[config.mk]
export PLATFORM = sky130hd
export DESIGN_NAME = fifo_link_buffer_flat
export DESIGN_NICKNAME = d
export VERILOG_FILES = /design/src/rtl/fifo_link_buffer_if.sv /design/src/rtl/fifo_link_buffer.sv /design/src/flat_wrapper.sv
export SDC_FILE = /design/constraint.sdc
export NUM_CORES = 1
export LEC_CHECK = 0
export CAP_MARGIN = 20
export CORE_UTILIZATION = 52
export CTS_CLUSTER_DIAMETER = 50
export DETAILED_ROUTE_END_ITERATION = 7
export DONT_BUFFER_PORTS = 1
export GPL_ROUTABILITY_DRIVEN = 0
export GPL_TIMING_DRIVEN = 0
export PLACE_DENSITY = 0.67
export SLEW_MARGIN = 40
export SYNTH_ARGS = -nofsm -noshare
export SYNTH_HDL_FRONTEND = slang
export SYNTH_SLANG_ARGS = --single-unit
[constraint.sdc]
create_clock -name clk -period 12.66 [get_ports clk]
set_input_delay 2.532 -clock clk [delete_from_list [all_inputs] [get_ports clk]]
set_output_delay 2.532 -clock clk [all_outputs]
set_load 0.03 [all_outputs]
[src/rtl/fifo_link_buffer_if.sv]
// Producer/consumer link bundle for fifo_link_buffer.
// The master side drives requests and data; the slave side is the FIFO.
interface fifo_link_buffer_if #(
    parameter int WIDTH = 32,
    parameter int DEPTH = 2
) ();
    logic                       write;
    logic [WIDTH-1:0]           datain;
    logic                       read;
    logic [WIDTH-1:0]           dataout;
    logic                       empty;
    logic                       full;
    logic [$clog2(DEPTH+1)-1:0] count;

    modport master (
        output write, datain, read,
        input  dataout, empty, full, count
    );

    modport slave (
        input  write, datain, read,
        output dataout, empty, full, count
    );
endinterface

[src/rtl/fifo_link_buffer.sv]
// Single-clock FIFO for 32-bit link words.
// Supports first-word-fallthrough output and a circular replay mode that rotates stored words.
module fifo_link_buffer #(
    parameter int WIDTH                 = 32,
    parameter int DEPTH                 = 2,
    parameter int FIRSTWORD_FALLTHROUGH = 1
) (
    input  logic               clk,
    input  logic               reset,
    input  logic               circular,
    fifo_link_buffer_if.slave  link
);
    localparam int PW = $clog2(DEPTH);
    localparam int CW = $clog2(DEPTH+1);

    logic [WIDTH-1:0] mem [DEPTH];
    logic [PW-1:0]    wr_ptr;
    logic [PW-1:0]    rd_ptr;
    logic [CW-1:0]    count_q;
    logic [CW-1:0]    count_next;
    logic             empty_q;
    logic             full_q;
    logic             rd_acc;
    logic             wr_acc;
    logic             rotate;

    // In circular mode a read occupies the write port, so an external write only gets in on idle-read cycles.
    always_comb begin
        rd_acc     = link.read && !empty_q;
        rotate     = circular && rd_acc;
        wr_acc     = 1'b0;
        count_next = count_q;
        if (circular) begin
            wr_acc = link.write && !full_q && !rd_acc;
        end else begin
            wr_acc = link.write && (!full_q || rd_acc);
        end
        if (wr_acc && !rd_acc) begin
            count_next = count_q + CW'(1);
        end else if (rd_acc && !wr_acc && !circular) begin
            count_next = count_q - CW'(1);
        end
    end

    always_ff @(posedge clk) begin
        if (reset) begin
            wr_ptr  <= '0;
            rd_ptr  <= '0;
            count_q <= '0;
            empty_q <= 1'b1;
            full_q  <= 1'b0;
        end else begin
            if (wr_acc || rotate) begin
                wr_ptr <= wr_ptr + PW'(1);
            end
            if (rd_acc) begin
                rd_ptr <= rd_ptr + PW'(1);
            end
            count_q <= count_next;
            empty_q <= (count_next == '0);
            full_q  <= (count_next == CW'(DEPTH));
        end
    end

    // Storage needs no reset: a slot is only ever observed after it has been written.
    always_ff @(posedge clk) begin
        if (!reset) begin
            if (rotate) begin
                mem[wr_ptr] <= mem[rd_ptr];
            end else if (wr_acc) begin
                mem[wr_ptr] <= link.datain;
            end
        end
    end

    generate
        if (FIRSTWORD_FALLTHROUGH != 0) begin : g_fwft
            logic [WIDTH-1:0] shown_q;

            // Remember the head on display so the output holds it once the FIFO drains.
            always_ff @(posedge clk) begin
                if (reset) begin
                    shown_q <= '0;
                end else if (!empty_q) begin
                    shown_q <= mem[rd_ptr];
                end
            end

            assign link.dataout = empty_q ? shown_q : mem[rd_ptr];
        end else begin : g_registered
            logic [WIDTH-1:0] dataout_q;

            always_ff @(posedge clk) begin
                if (reset) begin
                    dataout_q <= '0;
                end else if (rd_acc) begin
                    dataout_q <= mem[rd_ptr];
                end
            end

            assign link.dataout = dataout_q;
        end
    endgenerate

    assign link.empty = empty_q;
    assign link.full  = full_q;
    assign link.count = count_q;
endmodule

[src/flat_wrapper.sv]
// flat-port wrapper written by rule: the top's interface ports become plain ports
module fifo_link_buffer_flat 
#(
    parameter int WIDTH                 = 32,
    parameter int DEPTH                 = 2,
    parameter int FIRSTWORD_FALLTHROUGH = 1
)
  (clk, reset, circular, link_write, link_datain, link_read, link_dataout, link_empty, link_full, link_count);
  fifo_link_buffer_if #(.WIDTH(WIDTH), .DEPTH(DEPTH)) link_i ();
  input  logic clk;
  input  logic reset;
  input  logic circular;
  input wire logic [$bits(link_i.write)-1:0] link_write;
  input wire logic [$bits(link_i.datain)-1:0] link_datain;
  input wire logic [$bits(link_i.read)-1:0] link_read;
  output wire logic [$bits(link_i.dataout)-1:0] link_dataout;
  output wire logic [$bits(link_i.empty)-1:0] link_empty;
  output wire logic [$bits(link_i.full)-1:0] link_full;
  output wire logic [$bits(link_i.count)-1:0] link_count;
  assign link_i.write = link_write;
  assign link_i.datain = link_datain;
  assign link_i.read = link_read;
  assign link_dataout = link_i.dataout;
  assign link_empty = link_i.empty;
  assign link_full = link_i.full;
  assign link_count = link_i.count;
  fifo_link_buffer #(.WIDTH(WIDTH), .DEPTH(DEPTH), .FIRSTWORD_FALLTHROUGH(FIRSTWORD_FALLTHROUGH)) u_core (.clk(clk), .reset(reset), .circular(circular), .link(link_i));
endmodule
; ---- Word-level counts from Yosys, hierarchy flattened
; Memory sizes are Yosys's and may differ from the RTL's. A register that Yosys moved wholly into a read port is not among the register bits.
; Index checks and enable logic that the tools add are counted.
[word_totals]
regBits = 38
ram_bits = 64
inputBits = 37
output_inout_bits = 36
mem_count = 1
[mem_list]
columns = name, words, word_bits, rd, rd_ports_with_merged_regs, wr, line
row1 = u_core.mem, 2, 32, 1, 1, 1, fifo_link_buffer.sv:16  ; logic [WIDTH-1:0] mem [DEPTH];
[classes]
add_sub_neg = 4
n_eq_ne = 1
n_mux = 14
bitwise_logic = 1
n_reduce_logical = 16
[op_table]
columns = operator, n
row1 = $mux 32, 2
row2 = $mux 1, 10
row3 = $logic_and 1x1->1, 8
row4 = $logic_not 1->1, 5
row5 = $mux 2, 2
row6 = $add 1x1->1 const B, 2
row7 = $add 2x1->2 const B, 1
row8 = $eq 2x2->1 const B, 1
row9 = $logic_not 2->1, 1
row10 = $logic_or 1x1->1, 2
row11 = $sub 2x1->2 const B, 1
row12 = $or 1x1->1, 1

; ---- Depth between registers and ports, before layout
; Gate-level depths: netlist (run 1).
[depth]
depth_word = 11
mapped_depth = 6
ltp_nobuf = 4

; ---- Least setup slack after synthesis (run 1)
; No wires, ideal clock.
[synth_path]
kind = input-to-reg
startpoint = input link_read
endpoint = memory u_core.mem[1][0] (enable)
setup_ns = 0.468
arrival_ns = 5.348
required_ns = 12.192
slack_ns = 6.844
path_stages = 3
n_path_buf = 0
cell_sequence = nor2b_4 > a21boi_0 > nor3b_1
[synth_via]
elab_chain_len = 9
[synth_lines]
columns = element, line
row1 = start: declaration, flat_wrapper.sv:15  ; input wire logic [$bits(link_i.read)-1:0] link_read;
row2 = $logic_and 1x1->1 *, fifo_link_buffer.sv:29  ; rd_acc = link.read && !empty_q;
row3 = $logic_or 1x1->1 / $logic_not 1->1 (equally long branches), "fifo_link_buffer.sv:36, fifo_link_buffer.sv:34"
row4 = $logic_and 1x1->1 (on tied branches), "fifo_link_buffer.sv:36, fifo_link_buffer.sv:34"
row5 = $mux 1, fifo_link_buffer.sv:33  ; if (circular) begin
row6 = $mux 1, fifo_link_buffer.sv:70  ; end else if (wr_acc) begin
row7 = $mux 1, fifo_link_buffer.sv:68  ; if (rotate) begin
row8 = $mux 1, fifo_link_buffer.sv:67  ; if (!reset) begin
row9 = $mux 1 (not written as such), fifo_link_buffer.sv:71  ; mem[wr_ptr] <= link.datain;
row10 = $or 1x1->1 (no source line) *, -
row11 = end: declaration, fifo_link_buffer.sv:16
; Mark *: on every way between the ends. The rest lies on a longest branch, timed or not.

; ---- Worst setup path in the final report (run 1)
[layout_path]
startpoint = register u_core.empty_q, in the netlist u_core.link.empty
endpoint = output link_dataout[29]
[layout_via]
elab_chain_len = 1
[layout_lines]
columns = element, line
row1 = start: declaration, fifo_link_buffer.sv:21  ; logic empty_q;
row2 = start signal: assignment, fifo_link_buffer.sv:60  ; empty_q <= (count_next == '0);
row3 = $mux 32, fifo_link_buffer.sv:89  ; assign link.dataout = empty_q ? shown_q : mem[rd_ptr];
row4 = end: declaration, flat_wrapper.sv:16  ; output wire logic [$bits(link_i.dataout)-1:0] link_dataout;
; Every way passes these cells.

==> impl_metrics.yaml, run 1 <==
synth:
  ys_seq_elements: 103
  mappedNetlistNets: 316
  synth_warnings: 0
  synth_edf_count: 64
  synth_top_family_by_area: "multiplexers"
  cell_area_synth_um2: 4300
  syn-mean-instance-area_um2: 15.4
  synth_top_cell_area_share_pct: 44.7
  most_common_cell_in_the_synthesized_netlist: "sky130_fd_sc_hd__mux2_2"
  synth_compound_gate_area_share_pct: 1.78
  yosys.area.top_type: "sky130_fd_sc_hd__edfxtp_1"
  sequential_share_of_the_synthesized_area_pct: 62.9
  leading_cell_types_by_total_area_after_synthesis: "sky130_fd_sc_hd__edfxtp_1 (45%), sky130_fd_sc_hd__mux2_2 (22%), sky130_fd_sc_hd__dfxtp_1 (18%)"
  post_synth_fa_ha_maj_area_fraction_pct: 0
  asyncSetResetFlopFracSynth_pct: 0
  ys.flop_type: "sky130_fd_sc_hd__edfxtp_1"
  number_of_instances_in_the_synthesized_netlist: 279
  post_synth_mux_area_share_pct: 25.4
  synth_xor_xnor_area_share_pct: 0.611
  synthSimpleGateAreaFrac_pct: 7.01
  synth_top_cells_by_count: "sky130_fd_sc_hd__mux2_2 (83), sky130_fd_sc_hd__edfxtp_1 (64), sky130_fd_sc_hd__dfxtp_1 (39)"
  yosys.cell_types.count: 27
cts:
  cts_htree_levels: 3
  clk_root_buffer_cell: "sky130_fd_sc_hd__clkbuf_8"
  cts.repair_timing.setup_buffer_count: 0
  worst_skew_pair.late_latency_ps: 360
  cts_inserted_buffers: 9
  tritoncts_num_sinks: 103
  ctsLongestPathBuffers: 2
  ctsHoldBuffers: 0
  tritoncts: "built"
  cts.clk_slew.worst_paths_ps: 90
  ctsResizeCount: 0
placed_design:
  pre_cts_ws_ps: 8380
  dpl.cell_count: 391
  place_hpwl_mm: 4.91
  port_buffers: 0
layout:
  num-nets-final: 337
  final_util_pct: 59.9
  area_delta_synth_final_pct: 9.28
  multi_input_area_um2: 1510
  fill_cells: 660
  count_of_non_filler_cells_in_the_finished_layout: 408
  drive_above_1_share_pct: 40.0
  sequential_cell_area_um2: 2700
die:
  initial_core_util_pct: 54.8
  dieWidth_um: 92.9
  i_o_pin_total: 73
  die_height_um: 92.9
  placeableCoreArea_um2: 7850
  row_count: 32
  design.die.area_um2: 8640
timing:
  finalHoldViolations: 0
  worst_slack_ps: 8010
  clock.fmax_mhz: 215
  finalClockSkew_ps: 10.1
  slew_at_the_pin_closest_to_its_max_slew_limit_ps: 653
  final.period_utilization_pct: 36.7
  timing.max_slew.rel_slack_pct: 56.5
  slew_viol_final: 0
  final.min_clock_period_ps: 4650
  timing.setup.tns_ps: 0
  grt_setup_unrepaired: "no"
  report.final.setup_viol: 0
pwr:
  static-leakage-power_nw: 1.65
  worst_ir_drop_vdd_mv: 0.0789
  powerDensity_nw_per_um2: 167
routing:
  totalWireLength_mm: 7.06
  dr.pass1.iters: 4
  wl_per_cell_um: 17.3
  routed-via-count: 2188
  initialDrtViolationCount: 107
  routed_via_density: 5.36
  drt.antenna.violating_nets: 0
  route.detailed.drc: 0
setup_path:
  cp_data_arrival_time_ps: 2120
  worst_r2r_endpoint: "u_core.mem[0][21]$_DFFE_PP_"
  worst_setup_path_start_kind: "flop"
  worstReg2RegStart: "u_core.link.empty$_SDFF_PP1_"
  r2r.worst_path.cells: 6
  timing.critical_path.to_type: "output port"
  path_max_fanout: 10
  reg2reg_setup_slack_ps: 10470
  criticalPathCategory: "reg2out"
  timing.critical_path.required_ps: 10130
global_route:
  grt.overflow.total: 0
  largest_net_degree_at_the_start_of_global_routing: 18
  via_count_of_the_first_global_routing_pass: 2207
  grt_usage_pct: 17.8
  number_of_antenna_violations_at_the_first_check_in_global_routing: 2
  grt_first_pass_wirelength_mm: 11.2
hold_path:
  worst_hold_check_path_type: "reg2reg"
  timing.hold.worst_path_depth: 2
  hold_path_startpoint: "u_core.rd_ptr$_SDFFE_PP0P_"
  min_delay_worst_endpoint: "u_core.rd_ptr$_SDFFE_PP0P_"
status:
  status: "completed"
run:
  drv.max_cap_violation_count: 0
per-stage QoR:
stage                     cell area, um2  hold slack, ps  power (W)
final                               4700             539   0.000785
after global placement              4430             499   0.000587
after global routing                4700             572   0.000819
after floorplan                     4300             481   0.000564
after detailed placement            4500             518   0.000592
after CTS                           4700             541   0.000794
flip-flops by register name, summed over array words and instances (netlist names), named ones only:
| register | cells |
|---|---|
| u_core.g_fwft.shown_q | 32 |
| u_core.link.count | 2 |
| u_core.link.empty | 1 |
| u_core.link.full | 1 |
| u_core.mem | 64 |
| u_core.rd_ptr | 1 |
| u_core.wr_ptr | 1 |
critical path, stage by stage, from the launching register on:
cell	delay, ps
sky130_fd_sc_hd__dfxtp_1	530
sky130_fd_sc_hd__buf_6	200
sky130_fd_sc_hd__clkbuf_1	510
sky130_fd_sc_hd__mux2_2	510
power by group:
group / leakage (nW) / internal [W] / switching [W]
Combinational: 0.652 / 0.0000687 / 0.000105
Sequential: 0.909 / 0.000396 / 0.0000116
Clock: 0.0927 / 0.0000925 / 0.000111
layout make-up:
cell class / count / area share (%)
tap: 102 / 2.72
clock inverter: 6 / 1.52
buffer: 16 / 2.00
antenna: 1 / 0.0533
inverter: 2 / 0.160
sequential: 103 / 57.5
multi-input combinational: 158 / 32.0
timing repair buffer: 10 / 1.28
clock buffer: 10 / 2.72
routing by layer:
| layer | GRT usage (%) | wire, um | up-vias |
|---|---|---|---|
| met5 | 0 | 11 | - |
| met4 | 7.69 | 119 | 2 |
| met3 | 5.34 | 455 | 14 |
| met2 | 29.2 | 3420 | 52 |
| met1 | 21.6 | 3050 | 1060 |
| li1 | - | - | 1060 |
cell usage in the layout (no fill, tap or decap), types with 2 or more instances in the layout:
cell	n
sky130_fd_sc_hd__inv_1	2
sky130_fd_sc_hd__buf_4	4
sky130_fd_sc_hd__buf_2	9
sky130_fd_sc_hd__mux2_2	83
sky130_fd_sc_hd__a21oi_1	2
sky130_fd_sc_hd__xnor2_1	2
sky130_fd_sc_hd__buf_6	4
sky130_fd_sc_hd__clkinvlp_4	2
sky130_fd_sc_hd__nor2b_1	32
sky130_fd_sc_hd__nor2_1	7
sky130_fd_sc_hd__nand2b_1	3
sky130_fd_sc_hd__clkinv_4	3
sky130_fd_sc_hd__dfxtp_1	39
sky130_fd_sc_hd__or2_2	2
sky130_fd_sc_hd__mux2_1	13
sky130_fd_sc_hd__clkbuf_1	10
sky130_fd_sc_hd__clkbuf_8	9
sky130_fd_sc_hd__edfxtp_1	64
worst max-delay path by stage:
stage          slack, ps                          from                          end
2_1_floorplan       6840                     link_read   u_core.mem[1][0]$_DFFE_PP_
3_3_place_gp        5270                     link_read  u_core.mem[1][25]$_DFFE_PP_
3_5_place_dp        8380  u_core.link.empty$_SDFF_PP1_             link_dataout[28]
4_1_cts             7970  u_core.link.empty$_SDFF_PP1_             link_dataout[28]
5_1_grt             7910  u_core.link.empty$_SDFF_PP1_              link_dataout[2]
6_report            8010  u_core.link.empty$_SDFF_PP1_             link_dataout[29]
logic make-up after synthesis:
| family | count (synthesis) |
|---|---|
| simple gates | 49 |
| xor+xnor | 3 |
| flops | 103 |
| buf+inv | 18 |
| mux | 97 |
| compound gates | 9 |
Note: power is estimated with default switching activity, not from simulation.
==> inputs of run 2 (changes only) <==
--- a/config.mk
+++ b/config.mk
@@ -12,7 +12,7 @@
 export DONT_BUFFER_PORTS = 1
 export GPL_ROUTABILITY_DRIVEN = 0
 export GPL_TIMING_DRIVEN = 0
-export PLACE_DENSITY = 0.67
+export PLACE_DENSITY = 0.7
 export SLEW_MARGIN = 40
 export SYNTH_ARGS = -nofsm -noshare
 export SYNTH_HDL_FRONTEND = slang
==> constraint.sdc (replaced) <==
create_clock -name clk -period 4.18 [get_ports clk]
set_input_delay 0.836 -clock clk [delete_from_list [all_inputs] [get_ports clk]]
set_output_delay 0.836 -clock clk [all_outputs]
set_load 0.03 [all_outputs]
==> run 2 against run 1 <==
  * Hold slack gained 4.3 ps
  * Largest cell class unchanged
  * Sequential share of layout area fell by 0.17 points
  * Utilization grew 0.18 points
  * Worst setup slack lost 6800 ps
  * Cell count fell by 0.25%
  * Clock-buffer cell count stayed put
  * Die area unchanged
  * First-iteration DRC count decreased by 5.6%
  * Critical endpoint is now link_dataout[30]
  * Clock skew shrank 1.6 ps
==> impl_metrics.yaml, run 2 (same netlist as run 1, synthesis figures left out) <==
timing:
  clock.fmax_mhz: 340
  finalHoldViolations: 0
  fin_hold_ws_ps: 543
  worst_slack_ps: 1240
  finalClockSkew_ps: 8.50
  final.min_clock_period_ps: 2940
  report.final.setup_viol: 0
  final.period_utilization_pct: 70.4
  slew_at_the_pin_closest_to_its_max_slew_limit_ps: 659
  grt_setup_unrepaired: "no"
  slew_viol_final: 0
  timing.max_slew.rel_slack_pct: 56.1
setup_path:
  path_max_fanout: 10
  cp_data_arrival_time_ps: 2100
  worst_setup_path_start_kind: "flop"
  timing.critical_path.to_type: "output port"
  timing.critical_path.max_delay_family: "buffers and inverters"
  cp.buffers_inverters: 2
  reg2reg_setup_slack_ps: 1820
  criticalPathCategory: "reg2out"
  worst_path_max_delay_cell: "sky130_fd_sc_hd__dfxtp_1"
  timing.critical_path.required_ps: 3340
  crit_path_cell_trace: "buf_6 > clkbuf_1 > mux2_2"
  timing.critical_path.slowest_cell_delay_ps: 530
run:
  drv.max_cap_violation_count: 0
die:
  dieWidth_um: 92.9
  die_height_um: 92.9
  design.die.area_um2: 8640
  i_o_pin_total: 73
  row_count: 32
  initial_core_util_pct: 54.8
  placeableCoreArea_um2: 7850
cts:
  ctsResizeCount: 0
  cts_htree_levels: 3
  tritoncts: "built"
  worst_skew_pair.late_latency_ps: 350
  clk_root_buffer_cell: "sky130_fd_sc_hd__clkbuf_8"
  tritoncts_num_sinks: 103
  cts_inserted_buffers: 9
  ctsHoldBuffers: 0
  ctsLongestPathBuffers: 2
  cts.repair_timing.setup_buffer_count: 0
  cts.clk_slew.worst_paths_ps: 90
pwr:
  cell_internal_pwr_w: 0.00174
  power.net_switching_w: 0.000681
  static-leakage-power_nw: 1.67
  powerDensity_nw_per_um2: 515
  proportion_of_total_power_due_to_net_switching_pct: 28.1
  combinationalPowerShare_pct: 21.9
  pwr-share-clk_pct: 27.1
  worst_ir_drop_vdd_mv: 0.252
  seqPwrFrac_pct: 51.0
global_route:
  largest_net_degree_at_the_start_of_global_routing: 17
  grt_first_pass_wirelength_mm: 11.5
  number_of_antenna_violations_at_the_first_check_in_global_routing: 0
  via_count_of_the_first_global_routing_pass: 2247
  grt_usage_pct: 18.0
  grt.overflow.total: 0
hold_path:
  worst_hold_check_path_type: "reg2reg"
layout:
  count_of_non_filler_cells_in_the_finished_layout: 407
  layout.cells.most_common_list: "sky130_fd_sc_hd__mux2_2 (83), sky130_fd_sc_hd__edfxtp_1 (64), sky130_fd_sc_hd__dfxtp_1 (39)"
  final_util_pct: 60.0
  most_frequent_standard_cell_in_the_layout_excluding_fill_and_tap_cells: "sky130_fd_sc_hd__mux2_2"
  drive_above_1_share_pct: 39.7
  largest_register_ffs: 64
  post-route-cell-area_um2: 4710
  area_delta_synth_final_pct: 9.60
  antenna-diode-count: 0
  registers.top_by_ff_count: "u_core.mem"
  num-nets-final: 337
placed_design:
  port_buffers: 0
  dpl.cell_count: 391
  pre_cts_ws_ps: 1590
  place_hpwl_mm: 5.08
  cell_area_after_placement_um2: 4500
routing:
  routed_via_density: 5.39
  route.detailed.drc: 0
  initialDrtViolationCount: 101
  routed-via-count: 2195
  totalWireLength_mm: 7.34
  wl_per_cell_um: 18.0
  drt.antenna.violating_nets: 0
  dr.pass1.iters: 4
status:
  status: "completed"
run 2: cell count changes in the layout (fill, tap and decap cells not counted), sizes merged:
| cell | change |
|---|---|
| bufinv | +1 |
| clkinvlp | -1 |
| diode | -1 |
run 2: area by class of cell:
class                   count  area, um2
clock buffers              10        128
plain buffers              16       93.8
well taps                 102        128
fillers                   634       3140
inverters                   2       7.51
multi-input cells         158       1510
flip-flops and latches    103       2700
clock inverters             6       85.1
repair buffers             10       62.6
run 2: per-layer routing:
| layer | wire length [um] | global-route usage, % | part of all wire, % |
|---|---|---|---|
| met2 | 3480 | 28.5 | 47 |
| met5 | 0 | 0 | 0 |
| met4 | 52 | 5.77 | 0.71 |
| met3 | 464 | 5.83 | 6.3 |
| met1 | 3340 | 23.3 | 46 |
run 2: power groups by stage:
| stage | combinational, W | sequential [W] | clock [W] |
|---|---|---|---|
| after floorplan | 0.000452 | 0.00126 | 0 |
| after global placement | 0.000515 | 0.00126 | 0 |
| after detailed placement | 0.000536 | 0.00126 | 0 |
| after CTS | 0.000539 | 0.00124 | 0.000674 |
| after global routing | 0.000570 | 0.00125 | 0.000715 |
| final | 0.000532 | 0.00124 | 0.000657 |
run 2: worst paths after layout:
| kind | end | startpoint | depth (start not counted) |
|---|---|---|---|
| setup / recovery | link_dataout[30] | u_core.link.empty$_SDFF_PP1_ | 3 |
| hold / removal | u_core.rd_ptr$_SDFFE_PP0P_ | u_core.rd_ptr$_SDFFE_PP0P_ | 2 |
| setup reg to reg | u_core.mem[0][17]$_DFFE_PP_ | u_core.link.empty$_SDFF_PP1_ | 7 |
| hold reg to reg | u_core.rd_ptr$_SDFFE_PP0P_ | u_core.rd_ptr$_SDFFE_PP0P_ | 2 |
run 2: stage by stage:
step	TNS, ps	total power, W
2_1_floorplan	0	0.00171
3_3_place_gp	-86850	0.00178
3_5_place_dp	0	0.00180
4_1_cts	0	0.00245
5_1_grt	0	0.00253
6_report	0	0.00243
run 2: worst reg2reg max path, cell delays in order (launching register included):
cell                       delay, ps
sky130_fd_sc_hd__dfxtp_1         420
sky130_fd_sc_hd__buf_6           190
sky130_fd_sc_hd__nor2b_4         210
sky130_fd_sc_hd__a21boi_0        240
sky130_fd_sc_hd__nor3_2          280
sky130_fd_sc_hd__buf_4           230
sky130_fd_sc_hd__buf_2           220
sky130_fd_sc_hd__buf_2           260
==> inputs of run 3 (changes only) <==
==> constraint.sdc (replaced) <==
create_clock -name clk -period 2.7 [get_ports clk]
set_input_delay 0.54 -clock clk [delete_from_list [all_inputs] [get_ports clk]]
set_output_delay 0.54 -clock clk [all_outputs]
set_load 0.03 [all_outputs]
==> run 3 against run 2 <==
  * Global-route usage is essentially flat
  * Die area unchanged
  * Critical path depth unchanged
  * Sequential share of layout area down 0.47 points
  * Total power grew 55%
  * Flip-flop and latch count unchanged
  * Critical endpoint is now link_dataout[18]
==> impl_metrics.yaml, run 3 (same netlist as run 1, synthesis figures left out) <==
routing:
  dr.pass1.iters: 4
  drt.antenna.violating_nets: 0
  routed_via_density: 5.40
  wl_per_cell_um: 17.8
  routed-via-count: 2186
  route.detailed.drc: 0
  totalWireLength_mm: 7.22
  initialDrtViolationCount: 49
setup_path:
  worst_setup_path_startpoint: "u_core.link.empty$_SDFF_PP1_"
  critical_path.endpoint: "link_dataout[18]"
  worst_setup_path_start_kind: "flop"
  reg2reg_setup_slack_ps: 220
  timing.critical_path.required_ps: 2160
  cp_data_arrival_time_ps: 2060
  timing.critical_path.to_type: "output port"
  crit_path_cell_trace: "buf_6 > clkbuf_1 > mux2_2"
  worstReg2RegStart: "u_core.link.empty$_SDFF_PP1_"
  path_max_fanout: 10
  worst_path_max_delay_cell: "sky130_fd_sc_hd__dfxtp_1"
  worst_r2r_endpoint: "u_core.mem[0][29]$_DFFE_PP_"
  r2r.worst_path.cells: 7
  criticalPathCategory: "reg2out"
  timing.critical_path.slowest_cell_delay_ps: 540
cts:
  clk_root_buffer_cell: "sky130_fd_sc_hd__clkbuf_8"
  tritoncts_num_sinks: 103
  cts_inserted_buffers: 9
  tritoncts: "built"
  cts.clk_slew.worst_paths_ps: 90
  ctsLongestPathBuffers: 2
  cts_htree_levels: 3
  ctsHoldBuffers: 0
  worst_skew_pair.late_latency_ps: 340
pwr:
  worst_ir_drop_vdd_mv: 0.466
  static-leakage-power_nw: 1.66
  power.net_switching_w: 0.00105
  combinationalPowerShare_pct: 22.1
  fin_total_pwr_w: 0.00376
  cell_internal_pwr_w: 0.00271
  proportion_of_total_power_due_to_net_switching_pct: 27.9
  seqPwrFrac_pct: 50.9
  powerDensity_nw_per_um2: 792
  pwr-share-clk_pct: 26.9
global_route:
  largest_net_degree_at_the_start_of_global_routing: 17
  grt_usage_pct: 18.0
  grt_first_pass_wirelength_mm: 11.9
  via_count_of_the_first_global_routing_pass: 2419
  grt.overflow.total: 0
  number_of_antenna_violations_at_the_first_check_in_global_routing: 1
die:
  dieWidth_um: 92.9
  initial_core_util_pct: 54.8
  design.die.area_um2: 8640
  die_height_um: 92.9
  i_o_pin_total: 73
  placeableCoreArea_um2: 7850
  row_count: 32
placed_design:
  place_hpwl_mm: 5.05
  port_buffers: 0
  dpl.cell_count: 388
layout:
  largest_register_ffs: 64
  drive_above_1_share_pct: 39.7
  most_frequent_standard_cell_in_the_layout_excluding_fill_and_tap_cells: "sky130_fd_sc_hd__mux2_2"
  registers.top_by_ff_count: "u_core.mem"
  count_of_non_filler_cells_in_the_finished_layout: 405
  fill_cells: 644
  layout.cells.most_common_list: "sky130_fd_sc_hd__mux2_2 (83), sky130_fd_sc_hd__edfxtp_1 (64), sky130_fd_sc_hd__dfxtp_1 (39)"
  sequential_cell_area_um2: 2700
  final_util_pct: 60.5
  area_delta_synth_final_pct: 10.5
  num-nets-final: 334
  multi_input_area_um2: 1520
timing:
  grt_setup_unrepaired: "no"
  final.min_clock_period_ps: 2600
  finalHoldViolations: 0
  final.period_utilization_pct: 96.5
  finalClockSkew_ps: 6.90
  timing.setup.tns_ps: 0
  timing.max_slew.rel_slack_pct: 48.5
  slew_at_the_pin_closest_to_its_max_slew_limit_ps: 766
  report.final.setup_viol: 0
  slew_viol_final: 0
  clock.fmax_mhz: 384
hold_path:
  hold_path_startpoint: "reset"
  worst_hold_check_path_type: "in2reg"
status:
  status: "completed"
run:
  drv.max_cap_violation_count: 0
-- run 3: worst max-delay path: cells and delay by family (launching register included) --
| kind | cells | cell delay [ps] |
|---|---|---|
| multiplexers | 1 | 500 |
| buffers and inverters | 2 | 680 |
| flip-flops | 1 | 540 |
-- run 3: worst min-delay path by stage --
stage                                              to  slack [ps]  cells after the start
final                     u_core.link.full$_SDFF_PP0_         390                      2
after global routing      u_core.link.full$_SDFF_PP0_         390                      2
after CTS                 u_core.link.full$_SDFF_PP0_         380                      2
after detailed placement                         flop         510                      2
after global placement     u_core.rd_ptr$_SDFFE_PP0P_         500                      2
after floorplan                                  flop         480                      2
-- run 3: per-stage QoR --
stage | worst slack (ps) | cell area (um2) | hold slack [ps]
2_1_floorplan | 313 | 4320 | 481
3_3_place_gp | -317 | 4450 | 496
3_5_place_dp | 169 | 4530 | 506
4_1_cts | 34.8 | 4750 | 381
5_1_grt | 6.11 | 4750 | 393
6_report | 95.5 | 4750 | 391
-- run 3: power by group through the flow --
stage                     Clock [W]  Combinational [W]  Sequential [W]
after detailed placement          0           0.000843         0.00195
after CTS                   0.00104           0.000846         0.00192
after global routing        0.00108           0.000901         0.00193
final                       0.00101           0.000833         0.00192
after global placement            0           0.000805         0.00195
after floorplan                   0           0.000706         0.00194
-- run 3: layout make-up --
class | count | share of cell area, %
tap | 102 | 2.69
inverter | 2 | 0.158
timing repair buffer | 7 | 1.74
antenna | 1 | 0.0527
clock buffer | 11 | 2.77
clock inverter | 5 | 1.74
multi-input combinational | 158 | 31.9
buffer | 16 | 2.03
sequential | 103 | 56.9
-- run 3: metal layers --
| metal | vias up | track usage (%) | share of wire, % |
|---|---|---|---|
| met5 | - | 0 | 0 |
| met4 | 0 | 6.54 | 1.1 |
| met3 | 10 | 4.93 | 6.1 |
| met2 | 49 | 30.3 | 49 |
| met1 | 1073 | 22.0 | 44 |
| li1 | 1054 | - | - |
-- run 3: repair_timing --
action,CTS,global route
setup buffers,0,0
endpoints found under the setup margin,0,20
gates resized for setup,0,4
endpoints found under the hold margin,0,0
